<file path="src/rtl/fifo_pkg.sv">
// fifo_pkg: shared FIFO pointer width, pointer type and Gray-code helpers
package fifo_pkg;
    localparam int DEF_ADDR_WIDTH = 4;
    typedef logic [DEF_ADDR_WIDTH:0] ptr_t;
    // Helpers work on a 32-bit word so any pointer width can use them through a size cast
    typedef logic [31:0] word_t;
    function automatic word_t bin2gray(word_t b);
        return b ^ (b >> 1);
    endfunction
    function automatic word_t gray2bin(word_t g);
        word_t b;
        for (int i = 0; i < 32; i++) b[i] = ^(g >> i);
        return b;
    endfunction
endpackage

</file>
<file path="src/rtl/sync_r2w.sv">
// sync_r2w: two-flop synchroniser for a pointer crossing into this clock domain
module sync_r2w
    import fifo_pkg::*;
#(
    parameter int WIDTH = DEF_ADDR_WIDTH + 1
) (
    input  logic             clk,
    input  logic             rst,
    input  logic [WIDTH-1:0] d,
    output logic [WIDTH-1:0] q
);
    logic [WIDTH-1:0] q1;
    always_ff @(posedge clk or posedge rst)
        if (rst) {q, q1} <= '0;
        else {q, q1} <= {q1, d};
endmodule

</file>
<file path="src/rtl/wptr_full_ctrl.sv">
// wptr_full_ctrl: async FIFO write-side pointer, full/almost-full, level and overflow control
module wptr_full_ctrl
    import fifo_pkg::*;
#(
    parameter int ADDR_WIDTH   = DEF_ADDR_WIDTH,
    parameter int AFULL_THRESH = 12
) (
    input  logic                  wclk,
    input  logic                  wrst,
    input  logic                  winc,
    input  logic [ADDR_WIDTH:0]   rptr_gray,
    input  logic                  woverflow_clr,
    output logic [ADDR_WIDTH-1:0] waddr,
    output logic                  wclken,
    output logic [ADDR_WIDTH:0]   wptr,
    output logic                  wfull,
    output logic                  walmost_full,
    output logic [ADDR_WIDTH:0]   wlevel,
    output logic                  woverflow
);
    localparam int PW = ADDR_WIDTH + 1;
    logic [ADDR_WIDTH:0] wbin, wbinnext, wgraynext, wq2_rptr, wlevel_next;
    logic wfull_next, walmost_full_next;
    sync_r2w #(.WIDTH(PW)) u_sync (.clk(wclk), .rst(wrst), .d(rptr_gray), .q(wq2_rptr));
    assign waddr = wbin[ADDR_WIDTH-1:0];
    // Full when the next write pointer equals the synced read pointer with its top two Gray bits inverted
    always_comb begin
        wclken            = winc & ~wfull;
        wbinnext          = wbin + PW'(wclken);
        wgraynext         = PW'(bin2gray(32'(wbinnext)));
        wlevel_next       = wbinnext - PW'(gray2bin(32'(wq2_rptr)));
        wfull_next        = wgraynext == {~wq2_rptr[ADDR_WIDTH -: 2], wq2_rptr[ADDR_WIDTH-2:0]};
        walmost_full_next = 32'(wlevel_next) >= 32'(AFULL_THRESH);
    end
    always_ff @(posedge wclk or posedge wrst)
        if (wrst) begin
            wbin         <= '0;
            wptr         <= '0;
            wfull        <= 1'b0;
            walmost_full <= 1'b0;
            wlevel       <= '0;
            woverflow    <= 1'b0;
        end else begin
            wbin         <= wbinnext;
            wptr         <= wgraynext;
            wfull        <= wfull_next;
            walmost_full <= walmost_full_next;
            wlevel       <= wlevel_next;
            woverflow    <= (winc & wfull) | (woverflow & ~woverflow_clr);
        end
endmodule

</file>
<file path="config.mk">
export PLATFORM = sky130hd
export DESIGN_NAME = wptr_full_ctrl
export DESIGN_NICKNAME = d
export VERILOG_FILES = /design/src/rtl/fifo_pkg.sv /design/src/rtl/sync_r2w.sv /design/src/rtl/wptr_full_ctrl.sv
export SDC_FILE = /design/constraint.sdc
export NUM_CORES = 1
export LEC_CHECK = 0
export ABC_AREA = 1
export BUFFER_PORTS_ARGS = -buffer_cell sky130_fd_sc_hd__clkbuf_2
export CORE_UTILIZATION = 39
export DETAILED_ROUTE_END_ITERATION = 8
export GPL_ROUTABILITY_DRIVEN = 0
export HOLD_SLACK_MARGIN = 0.12
export PLACE_DENSITY = 0.71
export SETUP_SLACK_MARGIN = 0.2
export SLEW_MARGIN = 10
export SYNTH_ARGS = -nofsm -noshare
export SYNTH_HDL_FRONTEND = slang
export SYNTH_SLANG_ARGS = --single-unit
</file>
<file path="constraint.sdc">
create_clock -name wclk -period 3.05 [get_ports wclk]
set_input_delay 0.305 -clock wclk [delete_from_list [all_inputs] [get_ports wclk]]
set_output_delay 0.305 -clock wclk [all_outputs]
set_load 0.1 [all_outputs]
</file>
==> results of run 1 <==
[per-layer routing]
layer | vias up | track usage (%)
li1 | 467 | -
met1 | 416 | 15.7
met2 | 24 | 27.7
met3 | 5 | 3.35
met4 | 0 | 7.14
met5 | - | 0
[final timing paths]
check,slack (ps),startpoint,end,cells past startpoint
worst min register to register,370,u_sync.q1[0]$_DFF_PP0_,u_sync.q[0]$_DFF_PP0_,0
max in group asynchronous,2240,wrst,wfull$_DFF_PP0_,2
worst max-delay path,810,wfull$_DFF_PP0_,walmost_full$_DFF_PP0_,14
worst max register to register,810,wfull$_DFF_PP0_,walmost_full$_DFF_PP0_,14
min in group wclk,150,woverflow_clr,woverflow$_DFF_PP0_,2
worst min-delay path,150,wrst,wlevel[0]$_DFF_PP0_,2
[cell usage in the layout, fill, tap and decap left out, types with 2 or more instances in the layout]
cell type	n
sky130_fd_sc_hd__nand2_1	41
sky130_fd_sc_hd__clkbuf_2	26
sky130_fd_sc_hd__dfrtp_1	26
sky130_fd_sc_hd__inv_1	22
sky130_fd_sc_hd__xor2_1	10
sky130_fd_sc_hd__nand3_1	9
sky130_fd_sc_hd__ha_1	6
sky130_fd_sc_hd__dlygate4sd3_1	5
sky130_fd_sc_hd__clkbuf_4	3
sky130_fd_sc_hd__nor2_1	2
[registers in the layout, indices dropped and copies added, names as in the netlist]
signal,flops
wfull,1
wptr,4
wbin,5
woverflow,1
u_sync.q,5
u_sync.q1,5
walmost_full,1
wlevel,5
[kinds of logic after synthesis]
logic type                 after synthesis  share of synthesized area (%)
adders and majority gates                6                           6.20
buffers and inverters                   23                           7.13
xor gates and xnor gates                12                           9.30
DFF                                     27                           55.8
and+or+nand+nor                         59                           20.8
AOI/OAI and AO/OA                        2                          0.826
[worst reg2reg max path, delay by kind of cell, from the launching register on]
| family | cells | cell delay [ps] |
|---|---|---|
| fa+ha+maj | 3 | 770 |
| simple gates | 9 | 780 |
| flops | 1 | 460 |
| buf+inv | 2 | 150 |
[metrics by stage]
stage	instances	worst slack (ps)	instance area, um^2	util (%)	hold WS [ps]
final	195	810	1470	51.4	149
after floorplan	129	216	1220	-	331
after global routing	195	573	1470	51.4	165
after global placement	186	884	1390	48.7	333
after detailed placement	186	764	1390	48.7	337
after CTS	195	790	1470	51.4	152
[layout make-up]
| class | count | area [um^2] |
|---|---|---|
| fillers | 260 | 1390 |
| flip-flops and latches | 27 | 677 |
| multi-input cells | 79 | 457 |
| repair buffers | 31 | 180 |
| inverters | 23 | 86.3 |
| well taps | 31 | 38.8 |
| clock buffers | 3 | 22.5 |
| clock inverters | 1 | 5.00 |
[what timing repair did]
action | CTS | global route
hold buffers | 5 | 0
endpoints found under the hold margin | 5 | 0
setup buffers | 0 | 0
==> results.txt, run 1 <==
The run finished, with violations left. The checks that failed: DRC. After detailed routing, the average wire length per cell comes to 10.6 um.

The tree built by TritonCTS fans out to 27 sinks. Clock latency on the worst-skew pair, taken at its later pin, is 330 ps. Nature of the critical path endpoint: a flip-flop. The tools report the global-route wire length before repair as 3.70 mm.

The clock-pin slew on the worst setup and hold paths works out to 140 ps. The detailed-route wire length came out at 2.06 mm. The critical-path cell with the highest stage delay was sky130_fd_sc_hd__dfrtp_2. The detailed router put a total of 844 um of wire on met1.

The share of the clock period used by the worst path was 73.4%. The netlist uses 18 different library cells. Setup repair after global routing left no endpoint under its margin. The tools report the post-detailed-placement half-perimeter wirelength as 1.56 mm.

For the pin count of the biggest net entering global routing, the log shows 28. The top cell type by total area after synthesis was sky130_fd_sc_hd__dfrtp_1. The data arrival time of the worst path is 2480 ps, and the number of vias per cell is 4.68.

The run gives 904 as the via count of the first global-routing pass. The remaining antenna violation count after routing is 0, and the initial antenna violation count is 0. Library cell appearing most often on the critical path: sky130_fd_sc_hd__nand2_1. Setup violations remaining at the end of the flow were counted as 0.

In the synthesized netlist, the cells that appear most often are sky130_fd_sc_hd__nand2_1, sky130_fd_sc_hd__dfrtp_1, sky130_fd_sc_hd__inv_1. The initial utilization of the core area, before any placement, comes to 42.5%. The count of yosys warnings during synthesis is 0, and the total of cells resized after clock tree synthesis is 0.

The net count of the mapped netlist was 144. After detailed routing, no signal wire sits above met4. For this block, the initial DRC count from the detailed router was 18. The number of enable flip-flop cells after synthesis was 0; the tightest slew margin relative to the limit was 34.8%.

The width of the chip is 57.7 um. The synthesized design devotes to its leading area cell type 55.8% of total area. The core region is 2850 um^2. The logs give 0 for the global route total overflow and 912 for the total vias in the final route. The cell family contributing the most delay on the critical path is simple AND/OR/NAND/NOR gates. Max-capacitance violation count: 0. In the final design database the tool counted 180 nets. Together, buffers and inverters on the worst path number 2. For the sequential fraction of the synthesis area, the log shows 55.8%. Sorting the synthesized cells by area gives the leading types as sky130_fd_sc_hd__dfrtp_1, sky130_fd_sc_hd__nand2_1, sky130_fd_sc_hd__xor2_1. The startpoint kind of the worst setup timing path was a flip-flop. The maximum level of the CTS H-tree is 1, and the number of diodes added for antenna fixing is 0. Final-report max-slew violation count: 0. The register bit total from synthesis works out to 27. TritonCTS built the clock tree. Detailed routing placed a total of 1.08 mm of wire on met2. The total negative setup slack was 0 ps; the area of the mapped netlist was 1210 um^2.

The post-detailed-route DRC marker count came out at 3. In this design, the stage delay of the slowest critical-path cell is 460 ps. The number of buffers created by CTS came out at 3.

Yosys instantiated no cell more often than sky130_fd_sc_hd__nand2_1. The layout overhead on the synthesized area is 21.1%, and the total routing usage reported by global routing is 14.9%. For the pin with the worst max-slew slack, the measured transition is 977 ps.

The worst path needs 2240 ps of the cycle, external delays included. The tightest min-delay check is of the input pin to asynchronous set/reset pin type. On the final layout, the worst clock skew is 1.38 ps.

The length of the first detailed-routing pass in iterations came out at 8. The critical path goes through nor2_4 > ha_1 > ha_1 > nand2_1 > nand2_1 > inv_2 > ha_1 > inv_1 > nor2_1 > nand3_1 > nand2_1 > nand2_1 > nand3_1 > nand2_1. The met3 wire length came out at 91 um. The initialized floorplan defines 19 standard-cell rows. Synthesis produced a netlist whose cell count is 129. At the worst endpoint, the required time is 3290 ps. The proportion of synthesized flip-flops having asynchronous set or reset was 100%. The critical setup path kind was flip-flop to flip-flop. Along the worst path, the maximum fanout reaches 4.

The hold violation total from the final report was 0. Counting along the longest clock path gives a buffer depth of 2. From bottom edge to top edge, the die measures 57.7 um.

Buffers placed on the I/O ports in this run total 26. The die covers 3330 um^2. In the final layout, the share of cells above drive strength 1 is 22.0%. Clock tree synthesis selected as its root buffer the cell sky130_fd_sc_hd__clkbuf_4. For this run, the top clock speed supported by timing is 446 MHz. For the total I/O pin count, the log shows 27. Dominant synthesized flop cell: sky130_fd_sc_hd__dfrtp_1. After synthesis, the mean cell area works out to 9.39 um^2.
Power of run 1 is left out: the tool's default activity adds up to more than one toggle a clock period on the data nets, which glitch-free logic cannot reach.
==> run 2, diff against run 1 <==
clock period = 2.33 ns   (was 3.05 ns; I/O delays follow)
==> run 2 against run 1 <==
- the run still ends with DRC left
- clock-buffer cell count up 1
- hold slack better by 180 ps
- critical endpoint is now wlevel[3]$_DFF_PP0_
- sequential cell count is the same
- fmax grew 9.6%
- register-to-register slack lost 520 ps
- wire length is 18% higher
- die area unchanged
- highest routed layer unchanged
- global-route usage up 0.30 points
- via count increased by 5.5%
- critical path depth is 1 lower
- cell area up 15%
==> results.txt, run 2 (same netlist as run 1, synthesis figures left out) <==
The run gives 15.1 ps as the setup skew after layout. After the first detailed-routing iteration, the DRC count stood at 28. The largest fanout on the critical path works out to 4. The highest attainable clock frequency is 489 MHz, and the area of the die is 3330 um^2. The first TritonRoute pass finished after 6 iterations.

Dividing the detail-routed wire length by the instance count gives 11.9 um. The number of buffer cells added on primary ports was 26; the data arrival time of the worst path was 2300 ps. The number of vias per cell is 4.69.

Hold timing on the final database bottoms out at a slack of 331 ps. Setup violations remaining at the end of the flow were counted as 0. The worst path uses 87.7% of the clock period. The critical path is of the flip-flop to flip-flop type. The class of the worst hold path was input pin to flip-flop.

The post-detailed-route DRC marker count was 1. During I/O placement, the number of pins put on the boundary was 27. For this design, the sink count on the clock tree is 27. Remaining antenna violation count after routing: 0.

Clock period minus final worst setup slack: 2040 ps. The startpoint kind of the worst setup timing path was a flip-flop. The most common cell after layout, fill and taps aside was sky130_fd_sc_hd__nand2_1. Across the run, the number of max-cap violations was 0. The via count of the first global-routing pass was 879. The clock-pin slew on the worst setup and hold paths was 150 ps. STA classifies the critical path endpoint as a flip-flop. The logs give 679 um^2 for the total area of sequential cells and 2 for the buffer levels on the longest clock path.

At the worst endpoint, the required time is 2580 ps. The checks that failed: DRC. The final route contains 962 vias. The die outline height was 57.7 um; the global route total overflow was 0. Setup repair after global routing could not meet its margin everywhere. The flow ran to the end, but the final reports show violations. The tools report the pin count of the biggest net entering global routing as 28. The tools report the hold violation total from the final report as 0. The initial antenna violation count was 0. The first global-routing pass estimated 3.76 mm of wire.

In this run the cell area measured after placement is 1480 um^2. Detailed placement ended at an HPWL of 1.61 mm. TritonCTS created 3 clock buffers. For this block, the routed nets add up to 2.44 mm of wire.

Summing all multi-input logic gate instances after layout gives 577 um^2. The run gives 1 as the maximum level of the CTS H-tree. For the number of fill cells in the layout, the log shows 251.

TritonCTS built the clock tree. Number of placement rows: 19. The layout overhead on the synthesized area was 39.2%.

After routing the design area is 1690 um^2. The tools report the net total in the final layout as 190. Pin slew with the least headroom to its limit: 995 ps. In the layout the commonest cells are sky130_fd_sc_hd__nand2_1, sky130_fd_sc_hd__clkbuf_2, sky130_fd_sc_hd__dfrtp_1. In this run the horizontal extent of the chip is 57.7 um.

The slack of the worst reg-to-reg path came out at 290 ps. For the final-report max-slew violation count, the log shows 0. The repair_antennas step left the layout with diodes totalling 0.

Cells with a size suffix above 1 make up 35.6% of the layout. The cell sitting at the root of the clock tree is a sky130_fd_sc_hd__clkbuf_4. The run gives 42.5% as the initial cell density of the core.

For this run, the total global-route usage over all layers was measured as 15.2%. The clock insertion delay at the later pin of the skew report was 340 ps. The logs give 2850 um^2 for the core region area and 33.6% for the tightest slew margin relative to the limit.
-- run 2: changes by cell type in the layout (fill, tap and decap cells not counted), moves of 4 or more --
cell and delta:
sky130_fd_sc_hd__nand2_1 -5, sky130_fd_sc_hd__inv_1 -5, sky130_fd_sc_hd__ha_4 +4, sky130_fd_sc_hd__buf_4 +6, sky130_fd_sc_hd__inv_2 +4, sky130_fd_sc_hd__ha_1 -5
-- run 2: critical path: stages (launching register included) --
cell,delay (ps)
sky130_fd_sc_hd__dfrtp_4,510
sky130_fd_sc_hd__nor2_4,140
sky130_fd_sc_hd__ha_4,170
sky130_fd_sc_hd__ha_4,150
sky130_fd_sc_hd__nand2_2,60
sky130_fd_sc_hd__nand2_4,90
sky130_fd_sc_hd__inv_4,50
sky130_fd_sc_hd__ha_4,290
sky130_fd_sc_hd__inv_2,40
sky130_fd_sc_hd__nor2_1,80
sky130_fd_sc_hd__nand3_1,110
sky130_fd_sc_hd__nand2_1,90
sky130_fd_sc_hd__nand2_1,60
sky130_fd_sc_hd__and2_1,130
-- run 2: final timing paths --
check	from	end	cells after the start
setup / recovery	wfull$_DFF_PP0_	wlevel[3]$_DFF_PP0_	13
hold / removal	winc	wbin[0]$_DFF_PP0_	4
setup reg to reg	wfull$_DFF_PP0_	wlevel[3]$_DFF_PP0_	13
hold reg to reg	u_sync.q1[3]$_DFF_PP0_	u_sync.q[3]$_DFF_PP0_	0
max in group asynchronous	wrst	wfull$_DFF_PP0_	3
min in group asynchronous	wrst	u_sync.q1[2]$_DFF_PP0_	3
-- run 2: repair_timing --
action,in CTS,in global routing
hold endpoints to repair,19,0
buffers inserted,0,6
setup endpoints to repair,2,3
resized for setup,2,11
hold buffers,8,0
pin swaps,0,4
-- run 2: per-layer routing --
| metal | share of wire [%] | track usage, % | vias to the layer above |
|---|---|---|---|
| met5 | 0 | 0 | - |
| li1 | - | - | 484 |
| met4 | 2.8 | 8.16 | 0 |
| met1 | 39 | 18.4 | 440 |
| met2 | 55 | 26.2 | 31 |
| met3 | 3.4 | 2.01 | 7 |
-- run 2: cell type report --
type | instances | share of cell area, %
Tap cell | 31 | 2.30
Multi-Input combinational cell | 79 | 34.2
Sequential cell | 27 | 40.3
Inverter | 23 | 5.27
Timing Repair Buffer | 41 | 16.3
Clock buffer | 4 | 1.56
-- run 2: stage by stage --
stage	cells	setup slack, ps	setup TNS (ps)	utilization, %
after CTS	199	264	0	56.0
after global placement	187	271	0	51.9
after floorplan	129	-265	-802	-
final	205	286	0	59.1
after global routing	205	159	0	59.1
after detailed placement	187	192	0	51.9
Power of run 2 is left out for the same reason.
